`src/rtl/sfr_file.sv`:
```
// sfr_file: special-function-register file for a small 8-bit core.
//
// Resolves the CPU file address (with indirect access through FSR), routes
// 10h-1Fh to an external RAM and implements TMR0/prescaler, STATUS, FSR,
// OSCCAL, GPIO, OPTION and TRIS locally. Reads have a uniform one-clock
// latency: the effective address is registered and rd_data_o is decoded
// from the registered address.
//
// Ports
//   clk, rst          system clock, synchronous active-high reset
//   addr_i/we_i/din_i CPU file address, write strobe, write data
//   rd_data_o         read data (one clk after addr_i)
//   ram_*             external GPR RAM (ram_dout_i valid one clk after ram_addr_o)
//   cyc_en_i          instruction-cycle strobe (TMR0 clock when T0CS=0)
//   opt_we_i/tris_we_i OPTION / TRIS load from din_i
//   alu_zdc_c_i/alu_upd_i  ALU {Z,DC,C} flags and per-bit update mask
//   pcl_i, pcl_we_o, pcl_wdata_o  PC low read value and write request
//   gpio_in_i, gpio_out_o, gpio_oe_o  port pins, output latch, output enable
module sfr_file (
    input  logic       clk,
    input  logic       rst,
    input  logic [4:0] addr_i,
    input  logic       we_i,
    input  logic [7:0] din_i,
    output logic [7:0] rd_data_o,
    output logic       ram_we_o,
    output logic [4:0] ram_addr_o,
    output logic [7:0] ram_din_o,
    input  logic [7:0] ram_dout_i,
    input  logic       cyc_en_i,
    input  logic       opt_we_i,
    input  logic       tris_we_i,
    input  logic [2:0] alu_zdc_c_i,
    input  logic [2:0] alu_upd_i,
    input  logic [7:0] pcl_i,
    output logic       pcl_we_o,
    output logic [7:0] pcl_wdata_o,
    input  logic [3:0] gpio_in_i,
    output logic [3:0] gpio_out_o,
    output logic [3:0] gpio_oe_o
);

    localparam logic [4:0] A_INDF   = 5'h00;
    localparam logic [4:0] A_TMR0   = 5'h01;
    localparam logic [4:0] A_PCL    = 5'h02;
    localparam logic [4:0] A_STATUS = 5'h03;
    localparam logic [4:0] A_FSR    = 5'h04;
    localparam logic [4:0] A_OSCCAL = 5'h05;
    localparam logic [4:0] A_GPIO   = 5'h06;

    logic [4:0] fsr_q,    fsr_d;
    logic [4:0] eff_q;
    logic [2:0] zdc_q,    zdc_d;
    logic [7:0] tmr0_q,   tmr0_d;
    logic [7:0] psc_q,    psc_d;
    logic [1:0] inh_q,    inh_d;
    logic [6:0] osc_q,    osc_d;
    // OPTION bits 7:6 have no function here and are not stored.
    logic [5:0] opt_q,    opt_d;
    logic [3:0] tris_q,   tris_d;
    logic [3:0] gout_q,   gout_d;
    logic [3:0] sync1_q,  sync2_q;
    logic       t0_prev_q;

    logic [4:0] eff;
    logic       is_gpr;
    logic       wr_tmr0, wr_pcl, wr_status, wr_fsr, wr_osc, wr_gpio;
    logic       t0_rise, t0_fall, tick, tmr_inc;
    logic [7:0] ps_mask;

    // Effective address: addr 0 is INDF, i.e. indirect through FSR.
    assign eff    = (addr_i == A_INDF) ? fsr_q : addr_i;
    assign is_gpr = eff[4];

    assign ram_addr_o = eff - 5'd8;
    assign ram_din_o  = din_i;
    assign ram_we_o   = we_i & is_gpr;

    // INDF with FSR=0 resolves to eff 0 and so matches none of these.
    assign wr_tmr0   = we_i & (eff == A_TMR0);
    assign wr_pcl    = we_i & (eff == A_PCL);
    assign wr_status = we_i & (eff == A_STATUS);
    assign wr_fsr    = we_i & (eff == A_FSR);
    assign wr_osc    = we_i & (eff == A_OSCCAL);
    assign wr_gpio   = we_i & (eff == A_GPIO);

    assign pcl_we_o    = wr_pcl;
    assign pcl_wdata_o = din_i;
    assign gpio_out_o  = gout_q;
    assign gpio_oe_o   = ~tris_q;

    // T0CKI edges are taken from the synchronised pin, one flop later.
    assign t0_rise = sync2_q[2] & ~t0_prev_q;
    assign t0_fall = ~sync2_q[2] & t0_prev_q;
    assign tick    = opt_q[5] ? (opt_q[4] ? t0_fall : t0_rise) : cyc_en_i;
    // Prescaler terminal count: 2^(PS+1)-1, i.e. 1:2 .. 1:256.
    assign ps_mask = 8'((9'd2 << opt_q[2:0]) - 9'd1);

    always_comb begin
        fsr_d   = wr_fsr ? din_i[4:0] : fsr_q;
        osc_d   = wr_osc ? din_i[7:1] : osc_q;
        gout_d  = wr_gpio ? din_i[3:0] : gout_q;
        opt_d   = opt_we_i ? din_i[5:0] : opt_q;
        tris_d  = tris_we_i ? din_i[3:0] : tris_q;
        // CPU write first, then ALU-updated bits override it.
        zdc_d   = wr_status ? din_i[2:0] : zdc_q;
        zdc_d   = (zdc_d & ~alu_upd_i) | (alu_zdc_c_i & alu_upd_i);

        tmr0_d  = tmr0_q;
        psc_d   = psc_q;
        inh_d   = inh_q;
        tmr_inc = 1'b0;

        if (tick) begin
            if (opt_q[3]) begin
                tmr_inc = 1'b1;
            end else if (psc_q == ps_mask) begin
                psc_d   = 8'd0;
                tmr_inc = 1'b1;
            end else begin
                psc_d = psc_q + 8'd1;
            end
        end
        // After a TMR0 write the next two cyc_en strobes cannot increment it.
        if (cyc_en_i && inh_q != 2'd0)
            inh_d = inh_q - 2'd1;
        if (tmr_inc && inh_q == 2'd0)
            tmr0_d = tmr0_q + 8'd1;
        if (opt_we_i)
            psc_d = 8'd0;
        // A write wins over a coinciding tick, which is lost.
        if (wr_tmr0) begin
            tmr0_d = din_i;
            psc_d  = 8'd0;
            inh_d  = 2'd2;
        end
    end

    always_ff @(posedge clk) begin
        if (rst) begin
            fsr_q     <= 5'h00;
            eff_q     <= 5'h00;
            zdc_q     <= 3'b000;
            tmr0_q    <= 8'h00;
            psc_q     <= 8'h00;
            inh_q     <= 2'd0;
            osc_q     <= 7'h7F;
            opt_q     <= 6'h3F;
            tris_q    <= 4'hF;
            gout_q    <= 4'h0;
            sync1_q   <= 4'h0;
            sync2_q   <= 4'h0;
            t0_prev_q <= 1'b0;
        end else begin
            fsr_q     <= fsr_d;
            eff_q     <= eff;
            zdc_q     <= zdc_d;
            tmr0_q    <= tmr0_d;
            psc_q     <= psc_d;
            inh_q     <= inh_d;
            osc_q     <= osc_d;
            opt_q     <= opt_d;
            tris_q    <= tris_d;
            gout_q    <= gout_d;
            sync1_q   <= gpio_in_i;
            sync2_q   <= sync1_q;
            t0_prev_q <= sync2_q[2];
        end
    end

    // Read mux on the registered address. TO and PD are fixed at 1.
    always_comb begin
        rd_data_o = 8'h00;
        if (eff_q[4]) begin
            rd_data_o = ram_dout_i;
        end else begin
            case (eff_q)
                A_TMR0:   rd_data_o = tmr0_q;
                A_PCL:    rd_data_o = pcl_i;
                A_STATUS: rd_data_o = {3'b000, 2'b11, zdc_q};
                A_FSR:    rd_data_o = {3'b111, fsr_q};
                A_OSCCAL: rd_data_o = {osc_q, 1'b0};
                A_GPIO:   rd_data_o = {4'h0, sync2_q};
                default:  rd_data_o = 8'h00;
            endcase
        end
    end

endmodule

```
`config.mk`:
```
export PLATFORM = sky130hd
export DESIGN_NAME = sfr_file
export DESIGN_NICKNAME = d
export VERILOG_FILES = /design/src/rtl/sfr_file.sv
export SDC_FILE = /design/constraint.sdc
export NUM_CORES = 1
export LEC_CHECK = 0
export ABC_AREA = 1
export CORE_MARGIN = 10
export CORE_UTILIZATION = 25
export CTS_CLUSTER_SIZE = 28
export DETAILED_ROUTE_END_ITERATION = 10
export PLACE_DENSITY_LB_ADDON = 0.15
export SYNTH_ARGS = -nofsm -noshare
export SYNTH_HDL_FRONTEND = slang
export SYNTH_SLANG_ARGS = --single-unit
```
`constraint.sdc`:
```
create_clock -name clk -period 2.3 [get_ports clk]
set_clock_uncertainty 0.15 [all_clocks]
set_input_delay 0.46 -clock clk [delete_from_list [all_inputs] [get_ports clk]]
set_output_delay 0.46 -clock clk [all_outputs]
set_load 0.01 [all_outputs]
```
======== Word-level counts from Yosys, hierarchy flattened ========
Cells that the tools add are included.
storage, ports and cells
  bits in latches ......................... 0
  bits in read-only memories .............. 0
  logic and storage cells ................. 74
  RAM bits ................................ 0
  memories ................................ 0
  bits in registers ....................... 61
operators by class
  equality and inequality tests ........... 13
  reduce and logical (&&, ||, !) cells .... 10
  bitwise gates (word level) .............. 17
  $add $sub $neg .......................... 5
  shift-type cells ........................ 1
  mux-type cells .......................... 14
  divide/modulo/power cells ............... 0
  order comparisons ....................... 0
  multiply operators ...................... 0
operators by type and width
  operator             number
  $pmux 8 s6           1
  $mux 8               4
  $eq 5x3->1 const B   6
  $eq 5x2->1 const B   4
  $add 8x1->8 const B  2
  $eq 5x1->1 const B   2
  $and 1x1->1          9
  $eq 8x8->1           1
  $shl 2x3->8 const A  1
  $sub 8x1->8 const B  1
  $and 3x3->3          2
  $reduce_bool 2->1    3
  $logic_not 5->1      1
  $mux 1               5
  $mux 5               1
  $sub 5x4->5 const B  1
  $mux 2               2
  $not 4->4            1
  $mux 3               1
  $not 1->1            3
  $not 3->3            1
  $or 3x3->3           1
  $reduce_or 3->1      1
  $logic_and 1x1->1    2
  other kinds (4)      4

======== Depth between registers and ports, before layout ========
  depth in word-level cells ............... 9
  mapped depth ............................ 17
  depth with buffers taken out ............ 16

======== Worst setup path before layout ========
OpenSTA, ideal clock, no wires.
  path kind ............................... register -> register
  start point ............................. reg opt_q[2]
  end point ............................... reg tmr0_q[1]
  cell stages (with the launch flop) ...... 17
  slack ................................... 267 ps
  library setup time ...................... 70 ps
  clock period less this slack ............ 2033 ps
  path buffers ............................ 1
  arrival time ............................ 1813 ps
  cell sequence ........................... dfxtp_1 > buf_4 > inv_1 > nand3_1 > ha_1 > inv_1 > nand2_1 > nand2_1 > nor2_1 > nand3_1 > nor2_1 > nand3_1 > nand2_1 > nand2_2 > nand2_4 > nand2_1 > a21oi_1
between the ends
  longest elaborated chain between the ends .. 8
RTL lines
  item                         RTL line  RTL
  start, declared              59        logic [5:0] opt_q, opt_d;
  start signal, assigned       162       opt_q <= opt_d;
  $shl 2x3->8                  97        assign ps_mask = 8'((9'd2 << opt_q[2:0]) - 9'd1);
  $sub 8x1->8                  97
  $eq 8x8->1                   117       end else if (psc_q == ps_mask) begin
  $mux 1                       117
  $mux 1                       115       if (opt_q[3]) begin
  $mux 1                       114       if (tick) begin
  $logic_and 1x1->1            127       if (tmr_inc && inh_q == 2'd0)
  $reduce_bool 2->1 (no line)  -
  end signal, assigned         158       tmr0_q <= tmr0_d;
  end, declared                54        logic [7:0] tmr0_q, tmr0_d;
No other way between the ends.
A chain may end at the register's enable or synchronous reset.

======== Worst setup path after layout ========
  start point ............................. reg eff_q[1]
  end point ............................... out rd_data_o[2]
between the ends
  longest elaborated chain between the ends .. 3
  elaborated cells on any way between the ends .. 8
  classes of those cells .................. eq/ne (6); mux (2)
RTL lines
  item                                RTL line  RTL
  start, declared                     52        logic [4:0] eff_q;
  start signal, assigned              142       eff_q <= 5'h00;
  start signal, assigned              156       eff_q <= eff;
  $eq 5x3->1 (tied with other cells)  177       case (eff_q)
  $pmux 8 s6 (*)                      177
  $mux 8 (*)                          174       if (eff_q[4]) begin
  end, declared                       25        output logic [7:0] rd_data_o,
Mark *: on every way between the ends. The rest lies on a longest branch, timed or not.

==> flow_metrics.env <==
export IMPL_slew_limit_headroom=0.754
export IMPL_net_switching_power_uw=761
export IMPL_drive_above_1_share=0.263
export IMPL_cts_buffer_depth=2
export IMPL_ant_nets=0
export IMPL_leakage_uw=0.00235
export IMPL_die_height_um=137
export IMPL_syn_area_per_cell_um2=6.87
export IMPL_fp_dieW_um=137
export IMPL_synth_fa_ha_area_frac=0.0147
export IMPL_ctsHoldBuffers=0
export IMPL_fmax_ghz=0.429
export IMPL_rows=42
export IMPL_crit_type="reg -> out"
export IMPL_min_from="sync1_q[2]$_SDFF_PP0_"
export IMPL_synthSimpleGateAreaFrac=0.315
export IMPL_grt_setup_unrepaired="yes"
export IMPL_synth_top_family_by_area="simple AND/OR/NAND/NOR gates"
export IMPL_drt_initial_drc_count=251
export IMPL_required_ns=1.69
export IMPL_fin_ws_ns=-0.0315
export IMPL_antennaDiodeCount=0
export IMPL_netlist_instances=497
export IMPL_p_comb_frac=0.167
export IMPL_antenna_found_initial=0
export IMPL_synth_top_area_share=0.358
export IMPL_core_um2=13300
export IMPL_clk_latency_ns=0.33
export IMPL_power_density_nw_per_um2=592
export IMPL_setup_tns_ns=-0.0323
export IMPL_cts_max_level=3
export IMPL_synth_edff_count=0
export IMPL_post_route_min_period_ns=2.33
export IMPL_finalSetupViolations=2
export IMPL_worst_setup_path_start_kind="register"
export IMPL_holdWs_ns=0.249
export IMPL_synth_mux_area_frac=0.00330
export IMPL_synth_area_leader_cell="dfxtp_1"
export IMPL_ir_worst_vdd_mv=0.351
export IMPL_wl_per_cell_um=14.1
export IMPL_fin_nets=675
export IMPL_cts_inserted_buffers=9
export IMPL_grt_pass1_wl_um=18100
export IMPL_synth_compound_area_frac=0.139
export IMPL_cts_sinks=61
export IMPL_slew_violations=0
export IMPL_crit_start="eff_q[1]$_SDFF_PP0_"
export IMPL_synth_distinct_cells=35
export IMPL_synthArstFlopShare=0
export IMPL_route_detailed_drc=0
export IMPL_dpl_cell_area_um2=4680
export IMPL_r2r_start="opt_q[1]$_SDFFE_PP1P_"
export IMPL_viasPerCell=4.40
export IMPL_vias=3549
export IMPL_hp_class="reg -> reg"
export IMPL_synth_xor_area_frac=0.0359
export IMPL_synth_seq_cells=61
export IMPL_dp_slack_ns=-0.453
export IMPL_dieArea_um2=18700
export IMPL_p_clk_frac=0.476
export IMPL_fin_crit_sh=1.01
export IMPL_start_util=0.257
export IMPL_ios=84
export IMPL_ys_seq_area_frac=0.358
export IMPL_seqPwrFrac=0.356
export IMPL_tightest_slew_ns=0.369
export IMPL_final_common_cell="nand2_1"
export IMPL_ys_warnings_count=0
export IMPL_grt_max_degree=33
export IMPL_critPathMaxFanout=5
export IMPL_synth_nets=546
export IMPL_io_buffers=83
export IMPL_overflow=0
export IMPL_globalplace_congestion=0.828
export IMPL_synthToLayoutAreaGrowth_pct=55.9
export IMPL_synth_flop_cell="dfxtp_1"
export IMPL_grt_pass1_vias=3578
export IMPL_netlist_area_um2=3410
export IMPL_cp_end_kind="primary output"
export IMPL_clk_pin_slew_worst_paths_ns=0.05
export IMPL_fill_cells=1385
export IMPL_p_sw_frac=0.242
export IMPL_layout_common_cells="nand2_1, inv_1, clkdlybuf4s50_1, dfxtp_1, buf_4"
export IMPL_cts_root_buf="clkbuf_16"
export IMPL_synthTopCellsByArea="dfxtp_1, nand2_1, inv_1, nand3_1, nor2_1"
export IMPL_first_pass_iters=4
export IMPL_wirelength_um=11400
export IMPL_internal_power_uw=2390
export IMPL_hpwl_um=8680
export IMPL_maxCapViolCount=0
export IMPL_cts_tree="done"
export IMPL_grt_total_usage=0.122
export IMPL_cp_arrival_ns=1.72
export IMPL_hold_viol=0
export IMPL_violations="negative setup slack"
export IMPL_outcome="complete, but fails checks"
export IMPL_fin_area_um2=5320
repair_timing:
| item | 4_1_cts | 5_1_grt |
|---|---|---|
| cloned | 0 | 1 |
| pin swaps | 8 | 18 |
| resized for setup | 84 | 44 |
| setup buffers | 11 | 4 |
| endpoints found under the setup margin | 15 | 44 |
| hold endpoints to repair | 0 | 0 |
final timing paths:
check,to,slack [ns],cells after the start
setup / recovery,rd_data_o[2],-0.03,7
hold / removal,sync2_q[2]$_SDFF_PP0_,0.25,2
setup reg to reg,tmr0_q[5]$_SDFFE_PP0P_,0.21,15
hold reg to reg,sync2_q[2]$_SDFF_PP0_,0.25,2
logic make-up after synthesis:
| kind of cell | Yosys count |
|---|---|
| xor+xnor | 14 |
| flops | 61 |
| buf+inv | 102 |
| fa+ha+maj | 4 |
| compound gates | 78 |
| mux | 1 |
| simple gates | 237 |
registers in the layout, indices dropped and copies added (netlist names), 5 cells and up, named ones only:
register  flops
opt_q         6
fsr_q         5
osc_q         7
psc_q         8
tmr0_q        8
eff_q         5
critical path, stage by stage, from the launching register on:
cell and delay (ns):
dfxtp_2 0.36, buf_6 0.11, buf_6 0.09, nand4_1 0.27
o22ai_2 0.28, nor2_2 0.06, nand4_1 0.08, buf_2 0.14
per-stage QoR:
step / power (uW) / utilization / instances
6_report: 3150 / 0.400 / 806
2_1_floorplan: 1380 / - / 497
5_1_grt: 3290 / 0.400 / 806
4_1_cts: 3160 / 0.386 / 802
3_5_place_dp: 1650 / 0.352 / 776
3_3_place_gp: 1640 / 0.352 / 776
power by group through the flow:
stage	sequential (uW)	combinational [uW]	clock, uW
3_3_place_gp	1140	498	0
4_1_cts	1120	511	1530
6_report	1120	527	1500
2_1_floorplan	1140	248	0
3_5_place_dp	1140	506	0
5_1_grt	1130	587	1570
per-layer routing:
layer / up-vias / global-route usage / part of all wire
met1: 1613 / 0.148 / 0.46
met3: 9 / 0.0436 / 0.073
met4: 0 / 0.0363 / 0.0095
met2: 90 / 0.199 / 0.46
met5: - / 0 / 0
li1: 1837 / - / -
cell type report:
| class | instances | area, um^2 | share of cell area |
|---|---|---|---|
| Multi-Input combinational cell | 334 | 1930 | 0.363 |
| Timing Repair Buffer | 149 | 1340 | 0.253 |
| Sequential cell | 61 | 1220 | 0.230 |
| Clock buffer | 12 | 267 | 0.0501 |
| Inverter | 71 | 267 | 0.0501 |
| Tap cell | 176 | 220 | 0.0414 |
| Clock inverter | 3 | 67.6 | 0.0127 |
synthesized netlist by cell type (2+ instances only):
cell type / count
o2111ai_1: 2
nand3_1: 43
o22ai_1: 4
nor2_1: 52
inv_2: 3
nor2_4: 3
clkbuf_1: 9
buf_4: 20
nor3_1: 5
o211ai_1: 4
xor2_1: 10
nand2_2: 2
ha_1: 4
o21ai_0: 26
a21oi_1: 34
nand4_1: 8
o21bai_4: 2
or2_2: 2
nor2_2: 5
xnor2_1: 4
buf_2: 2
inv_1: 68
a32o_1: 3
nand2_1: 110
dfxtp_1: 61
o21ai_2: 2
Note: power is estimated with default switching activity, not from simulation.
